File: config.mk
export PLATFORM = sky130hd
export DESIGN_NAME = sd_cmd_rx
export DESIGN_NICKNAME = d
export VERILOG_FILES = /design/src/rtl/sd_cmd_rx.sv
export SDC_FILE = /design/constraint.sdc
export NUM_CORES = 1
export LEC_CHECK = 0
export ABC_AREA = 1
export BUFFER_PORTS_ARGS = -buffer_cell sky130_fd_sc_hd__buf_2
export CELL_PAD_IN_SITES_DETAIL_PLACEMENT = 0
export CELL_PAD_IN_SITES_GLOBAL_PLACEMENT = 1
export CORE_MARGIN = 2
export CORE_UTILIZATION = 45
export DETAILED_ROUTE_END_ITERATION = 8
export GPL_TIMING_DRIVEN = 0
export PLACE_DENSITY_LB_ADDON = 0.1
export SYNTH_ARGS = -nofsm -noshare
export SYNTH_HDL_FRONTEND = slang
export SYNTH_SLANG_ARGS = --single-unit
File: constraint.sdc
create_clock -name clk -period 3.65 [get_ports clk]
set_clock_uncertainty 0.05 [all_clocks]
set_input_delay 0.73 -clock clk [delete_from_list [all_inputs] [get_ports clk]]
set_output_delay 0.73 -clock clk [all_outputs]
set_load 0.01 [all_outputs]
File: src/rtl/sd_cmd_rx.sv
// rtl/sd_cmd_rx.sv - SD host-to-card command frame receiver
//
// Oversamples the SD bus clock and CMD line in the clk domain, deserializes
// 48-bit host command frames, checks start/transmission/end bits and CRC7,
// and emits one-cycle result strobes.
//
// Ports:
//   clk        system clock, at least 4x sd_clk_i
//   reset      synchronous active-high reset
//   sd_clk_i   SD bus clock pad (asynchronous)
//   sd_cmd_i   SD CMD line pad (idle high)
//   rx_enable  receive enable; low forces IDLE and discards partial frames
//   busy       high while a frame is being received
//   cmd_valid  one-cycle strobe: good frame received
//   cmd_index  command index of the last good frame
//   cmd_arg    argument of the last good frame
//   crc_err    one-cycle strobe: frame complete with CRC7 mismatch
//   frame_err  one-cycle strobe: frame complete, CRC good, end bit 0

module sd_cmd_rx #(
    parameter int SYNC_STAGES = 2
) (
    input  logic        clk,
    input  logic        reset,
    input  logic        sd_clk_i,
    input  logic        sd_cmd_i,
    input  logic        rx_enable,
    output logic        busy,
    output logic        cmd_valid,
    output logic [5:0]  cmd_index,
    output logic [31:0] cmd_arg,
    output logic        crc_err,
    output logic        frame_err
);

    typedef enum logic {
        ST_IDLE = 1'b0,
        ST_RX   = 1'b1
    } state_t;

    localparam int MSB = SYNC_STAGES - 1;

    logic [SYNC_STAGES-1:0] clk_sync_q, clk_sync_d;
    logic [SYNC_STAGES-1:0] cmd_sync_q, cmd_sync_d;
    logic                   clk_prev_q, clk_prev_d;

    state_t      state_q, state_d;
    logic [5:0]  cnt_q, cnt_d;
    logic [6:0]  crc_q, crc_d;
    logic        crc_bad_q, crc_bad_d;
    logic [39:0] frame_q, frame_d;

    logic        cmd_valid_q, cmd_valid_d;
    logic        crc_err_q, crc_err_d;
    logic        frame_err_q, frame_err_d;
    logic [5:0]  cmd_index_q, cmd_index_d;
    logic [31:0] cmd_arg_q, cmd_arg_d;

    logic        sample;
    logic        bit_in;
    logic        crc_fb;
    logic [6:0]  crc_next;
    logic        hdr_ok;

    always_comb begin
        // Both synchronizer chains have identical depth so the sampled CMD
        // bit is the one present at the sd_clk rising edge.
        clk_sync_d = {clk_sync_q[SYNC_STAGES-2:0], sd_clk_i};
        cmd_sync_d = {cmd_sync_q[SYNC_STAGES-2:0], sd_cmd_i};
        clk_prev_d = clk_sync_q[MSB];

        sample = clk_sync_q[MSB] & ~clk_prev_q;
        bit_in = cmd_sync_q[MSB];

        // CRC7, polynomial x^7 + x^3 + 1, MSB first.
        crc_fb   = crc_q[6] ^ bit_in;
        crc_next = {crc_q[5:0], 1'b0} ^ {3'b000, crc_fb, 2'b00, crc_fb};

        // Start and transmission bits sit at the top of the frame register.
        hdr_ok = ~frame_q[39] & frame_q[38];

        state_d     = state_q;
        cnt_d       = cnt_q;
        crc_d       = crc_q;
        crc_bad_d   = crc_bad_q;
        frame_d     = frame_q;
        cmd_index_d = cmd_index_q;
        cmd_arg_d   = cmd_arg_q;
        cmd_valid_d = 1'b0;
        crc_err_d   = 1'b0;
        frame_err_d = 1'b0;

        if (!rx_enable) begin
            state_d = ST_IDLE;
        end else if (sample) begin
            case (state_q)
                ST_IDLE: begin
                    if (!bit_in) begin
                        // The start bit (bit 47) is consumed here. Shifting a
                        // 0 into a cleared CRC leaves it 0, so the CRC is
                        // simply cleared; the counter then points at bit 46.
                        state_d   = ST_RX;
                        cnt_d     = 6'd46;
                        crc_d     = 7'd0;
                        crc_bad_d = 1'b0;
                        frame_d   = 40'd0;
                    end
                end
                ST_RX: begin
                    cnt_d = cnt_q - 6'd1;
                    if (cnt_q >= 6'd8) begin
                        frame_d = {frame_q[38:0], bit_in};
                        crc_d   = crc_next;
                        // Transmission bit 0 means a card response on the
                        // shared line: drop it silently.
                        if (cnt_q == 6'd46 && !bit_in) begin
                            state_d = ST_IDLE;
                        end
                    end else if (cnt_q != 6'd0) begin
                        // Bit n (7..1) carries CRC bit n-1.
                        if (bit_in != crc_q[3'(cnt_q - 6'd1)]) begin
                            crc_bad_d = 1'b1;
                        end
                    end else begin
                        state_d = ST_IDLE;
                        if (crc_bad_q) begin
                            crc_err_d = 1'b1;
                        end else if (!bit_in) begin
                            frame_err_d = 1'b1;
                        end else if (hdr_ok) begin
                            cmd_valid_d = 1'b1;
                            cmd_index_d = frame_q[37:32];
                            cmd_arg_d   = frame_q[31:0];
                        end
                    end
                end
                default: state_d = ST_IDLE;
            endcase
        end
    end

    always_ff @(posedge clk) begin
        if (reset) begin
            clk_sync_q  <= '1;
            cmd_sync_q  <= '1;
            clk_prev_q  <= 1'b1;
            state_q     <= ST_IDLE;
            cnt_q       <= 6'd0;
            crc_q       <= 7'd0;
            crc_bad_q   <= 1'b0;
            frame_q     <= 40'd0;
            cmd_valid_q <= 1'b0;
            crc_err_q   <= 1'b0;
            frame_err_q <= 1'b0;
            cmd_index_q <= 6'd0;
            cmd_arg_q   <= 32'd0;
        end else begin
            clk_sync_q  <= clk_sync_d;
            cmd_sync_q  <= cmd_sync_d;
            clk_prev_q  <= clk_prev_d;
            state_q     <= state_d;
            cnt_q       <= cnt_d;
            crc_q       <= crc_d;
            crc_bad_q   <= crc_bad_d;
            frame_q     <= frame_d;
            cmd_valid_q <= cmd_valid_d;
            crc_err_q   <= crc_err_d;
            frame_err_q <= frame_err_d;
            cmd_index_q <= cmd_index_d;
            cmd_arg_q   <= cmd_arg_d;
        end
    end

    assign busy      = (state_q == ST_RX);
    assign cmd_valid = cmd_valid_q;
    assign crc_err   = crc_err_q;
    assign frame_err = frame_err_q;
    assign cmd_index = cmd_index_q;
    assign cmd_arg   = cmd_arg_q;

endmodule

Word level (Yosys, flattened, before mapping)
Cells that the tools add are included.

Equal/unequal tests: 7. Multiplexer cells: 22. $lt $le $gt $ge: 2. Bitwise logic cells: 13. Reduce and logical (&&, ||, !) cells: 11. Add/sub/neg operators: 1.

Operators by type and width (number): 2-to-1 mux 40 bit (2); one-hot mux 40 bit (2 select lines) (1); 2-to-1 mux 7 bit (2); one-hot mux 7 bit (2 select lines) (1); one-hot mux 6 bit (2 select lines) (1); 2-to-1 mux 1 bit (11); inverter 1 bit (9); AND reduction 8 bit (1); OR reduction 8 bit (1); OR reduction 7 bit (1); bitwise XOR 7 x 4 -> 7 bit (1); == test 6 bit (second input constant) (1); >= comparator 6 x 4 -> 1 bit (second input constant) (1); 2-to-1 mux 6 bit (1); != test 2 x 1 -> 1 bit (second input constant) (3); AND reduction 6 bit (1); nonzero test 6 bit (1); OR reduction 6 bit (1); subtractor 6 x 1 -> 6 bit (second input constant) (1); less-than comparator 3 x 4 -> 1 bit (second input constant) (1); != test 2 bit (second input constant) (2); one-hot mux 1 bit (2 select lines) (2); AND reduction 4 bit (1); binary-select mux 1 bit (select 3 bit) (1); other kinds (7) (8).

Bits of input ports: 5. Output and inout bits: 42. Flip-flop bits (word level): 101. Logic and storage cells: 69.

Depth between registers and ports, before layout
Depth after elaboration: 8. Depth in mapped cells: 12. Mapped depth without buffers: 11.

Worst setup path before layout
No wires, ideal clock.

Kind: register to register. From: register cnt_q[0]. To: register cmd_arg_q[17] (netlist: cmd_arg[17]). Arrival: 1.645 ns. Path buffers: 2. Setup time: 0.070 ns. Required time: 3.530 ns. Path slack: 1.885 ns. Stages on the path, launching flop included: 12. Clock period less this slack: 1.765 ns. Cells stage by stage: dfxtp_1 -> clkinv_1 -> ha_1 -> inv_1 -> nor2_2 -> nand2_1 -> nor3_2 -> nand2_1 -> buf_2 -> buf_2 -> nand2_1 -> a21oi_1.

Longest elaborated chain between the ends: 3. Elaborated cells on any way between the ends: 5. Those cells by class: order compare (1); bitwise (2); reduce/logical (2).

RTL lines: start: declaration (line 48) `logic [5:0] cnt_q, cnt_d;`; start signal: assignment (line 162) `cnt_q <= cnt_d;`; >= comparator 6 x 4 -> 1 bit / nonzero test 6 bit (equally long branches) (line 111, 119); inverter 1 bit (no source line); AND reduction 8 bit (no source line) *; end signal: assignment (line 170) `cmd_arg_q <= cmd_arg_d;`; end: declaration (line 57) `logic [31:0] cmd_arg_q, cmd_arg_d;`.

Every way passes the cells marked *; elsewhere a longest branch is shown, timed or not. A chain may end at the register's enable or synchronous reset.

Worst setup path after layout
From: register cnt_q[0]. To: register cmd_arg_q[4] (netlist: cmd_arg[4]).

The elaborated chain is that of the path after synthesis.

==> results.txt <==
Worst EP required: 3880 ps
die height: 95.73 um
Worst-Skew Late Latency: 360 ps
area grow syn2layout: 14.21%
Psw: 420.3 uW
Worst R2R Path Depth: 11
PD cells: 417.2 mW/mm^2
slowest CP cell: dfxtp_1
Initial DRC Count: 122
P_int: 1.384 mW
Placement Cell Area: 0.004143 mm^2
Crit path top cell by count: nand2_1
Final period util: 60.78%
syn_area_per_cell: 7.587 um^2
post-synthesis cell area: 0.003786 mm^2
syn nets: 507
Hold Buf Count CTS: 0
Most used DFF post-synth: dfxtp_1
via count: 3240
CP endpoint kind: register
RSZ-0062 raised after global routing: false
number of port buffers: 45
Hold Crit Start: clk_sync_q[1]$_SDFF_PP1_
layout cell share with drive strength beyond 1: 14.85%
largest net degree at the start of global routing: 18
WHS Path Cells: 2
Max VDD drop: 0.0002315 V
clock group share of total power: 36.8%
EDFF count, synth: 0
Clock transition at path regs: 100 ps
Initial Utilization: 46.31%
Routed Antenna Nets: 0
post-route cell area: 0.004324 mm^2
io pins: 47
flops & latches, synth: 101
CTS root buf: clkbuf_8
Worst-Margin Slew: 534.0 ps
setup tns final: 0 ps
Die W: 95.73 um
max_cap viols: 0
sequential power share: 61.2%
Pwr Total: 1.804 mW
end of the worst hold path: clk_prev_q$_SDFF_PP1_
crit path time final: 2218 ps
DRC errors left: 0
Fill cells: 831
drt first pass iters: 5
crit-path cells: clkinv_1 -> ha_1 -> inv_1 -> nor2_2 -> nand2_1 -> nor3_2 -> nand2_1 -> buf_2 -> buf_2 -> nand2_1 -> a21oi_1
Worst R2R Setup Slack: 1430 ps
status: finished, final reports clean
max-slew violations: 0
power share of the combinational group: 2.0%
Sw Ratio: 23.30%
detailed-placement wirelength estimate: 5645 um
Final Hold Fails: 0
setup bufs post-CTS: 0
global-route wire length before repair: 13080 um
number of cell rows: 33
grt ovf: 0
slew margin rel.: 64.40%
post-CTS resize count: 0
YS warnings: 0
WL per Instance: 12.05 um
Placer Congestion: 0.8359
Seq/Total Area, Yosys: 53.40%
crit path DAT: 2450 ps
Routed Wire Length: 8002 um
CP Class: register to register
crit start category: register
number of global-route vias before repair: 2770
Async SR Flop Fraction: 0%
final setup fails: 0
Min-Delay Path Class: register to register
clock tree buffer depth: 2
CTS Sinks: 101
All-Layer GR Usage: 18.43%
Num CTS Buffers: 9
vias per inst: 4.880
reg2reg end: cmd_arg[4]$_SDFFE_PP0P_
Critical Path Fanout Max: 10
CP peak stage delay: 430 ps
Post-Syn Instances: 499
Ant. Diodes: 0
core area: 0.008175 mm^2
die area: 0.009163 mm^2
initial antenna violation count: 0
fmax: 450.8 MHz
CTS H-tree lvls: 3
Nets: 563
worst r2r src: cnt_q[0]$_SDFFE_PP0P_
CTS tree: built
leakage: 1.632 nW
Unique masters post-synth: 27
[stage by stage]
stage                     hold WS [ps]  util, %  setup slack (ps)  instances
after CTS                        383.6    52.89              1421        664
after floorplan                  339.5        -              1885        499
after global routing             390.3    52.89              1192        664
after detailed placement         346.3    50.67              1449        649
final                            379.8    52.89              1432        664
after global placement           354.5    50.67              1475        649
[how the worst max path moves through the flow]
stage,startpoint,cells after the start,end
2_1_floorplan,cnt_q[0]$_SDFFE_PP0P_,11,cmd_arg[17]$_SDFFE_PP0P_
3_3_place_gp,reset,4,cmd_arg[3]$_SDFFE_PP0P_
6_report,cnt_q[0]$_SDFFE_PP0P_,11,cmd_arg[4]$_SDFFE_PP0P_
4_1_cts,cnt_q[0]$_SDFFE_PP0P_,11,cmd_arg[4]$_SDFFE_PP0P_
3_5_place_dp,reset,4,cmd_arg[6]$_SDFFE_PP0P_
5_1_grt,cnt_q[0]$_SDFFE_PP0P_,11,cmd_arg[6]$_SDFFE_PP0P_
[power groups by stage]
stage | clock network (mW) | registers (mW) | logic [mW]
floorplan | 0 | 1.13 | 0.0246
global placement | 0 | 1.13 | 0.0365
detailed placement | 0 | 1.13 | 0.0368
CTS | 0.688 | 1.10 | 0.0369
global route | 0.727 | 1.11 | 0.0410
finish | 0.663 | 1.10 | 0.0364
[critical path: cells and delay by family (launching register included)]
| kind | cells | cell delay, ps |
|---|---|---|
| buffers and inverters | 4 | 840 |
| flip-flops | 1 | 430 |
| AND/OR/NAND/NOR | 5 | 390 |
| adder cells (fa/ha/maj) | 1 | 290 |
| AO/OA/AOI/OAI | 1 | 140 |
[logic make-up (layout without fill, tap and decap cells)]
family,after synthesis,in the layout,synth area share (%)
AOI/OAI and AO/OA,97,97,12.99
xor gates and xnor gates,5,5,1.157
adders and majority gates,3,3,0.9915
buffers and inverters,57,117,6.576
DFF,101,101,53.40
and+or+nand+nor,236,236,24.88
[metal layers]
metal | track usage (%) | wire, um | vias up
met5 | 0 | 0 | -
met4 | 7.143 | 134 | 0
met3 | 3.289 | 327 | 10
met2 | 28.79 | 3563 | 57
met1 | 25.42 | 3978 | 1476
li1 | - | - | 1697
[sequential cells by signal, summed over array words and instances (netlist names)]
signal      flops
frame_q        40
cmd_arg        32
crc_q           7
cmd_index       6
cnt_q           6
clk_sync_q      2
cmd_sync_q      2
busy            1
clk_prev_q      1
cmd_valid       1
crc_bad_q       1
crc_err         1
frame_err       1
[cell usage after synthesis (all sizes together), types with 2 or more instances]
master  count  area, um^2
or2         5       31.28
buf        16       95.09
nand3      14       70.07
a21oi      90       450.4
nand4       2       12.51
clkbuf     14       52.55
ha          3       37.54
nor3        6       35.03
xor2        4       35.03
o22ai       2       12.51
nand2     193       724.4
inv        26       97.59
nor2       14       55.06
o21ai       3       15.01
dfxtp     101        2022
[layout make-up]
class                   count  area (um^2)  area share [%]
well taps                 105        131.4           3.038
clock buffers              10        137.6           3.183
plain buffers              30        147.6           3.414
multi-input cells         341         1515           35.04
clock inverters             5        43.79           1.013
inverters                  27        101.3           2.344
repair buffers             45        225.2           5.208
flip-flops and latches    101         2022           46.76
[placed cells by master (no fill, tap or decap), types with 2 or more instances in the layout]
cell        instances
clkbuf_8           10
ha_1                3
nor2_1             13
nand4_1             2
o21ai_0             3
buf_2              55
dfxtp_1           101
or2_2               4
inv_1              22
clkinvlp_4          2
buf_6               3
a21oi_1            90
nor3_1              5
buf_1               3
xor2_1              4
o22ai_1             2
clkbuf_1           14
inv_2               4
nand3_1            14
nand2_1           193
Power figures use the tool's default switching activity.
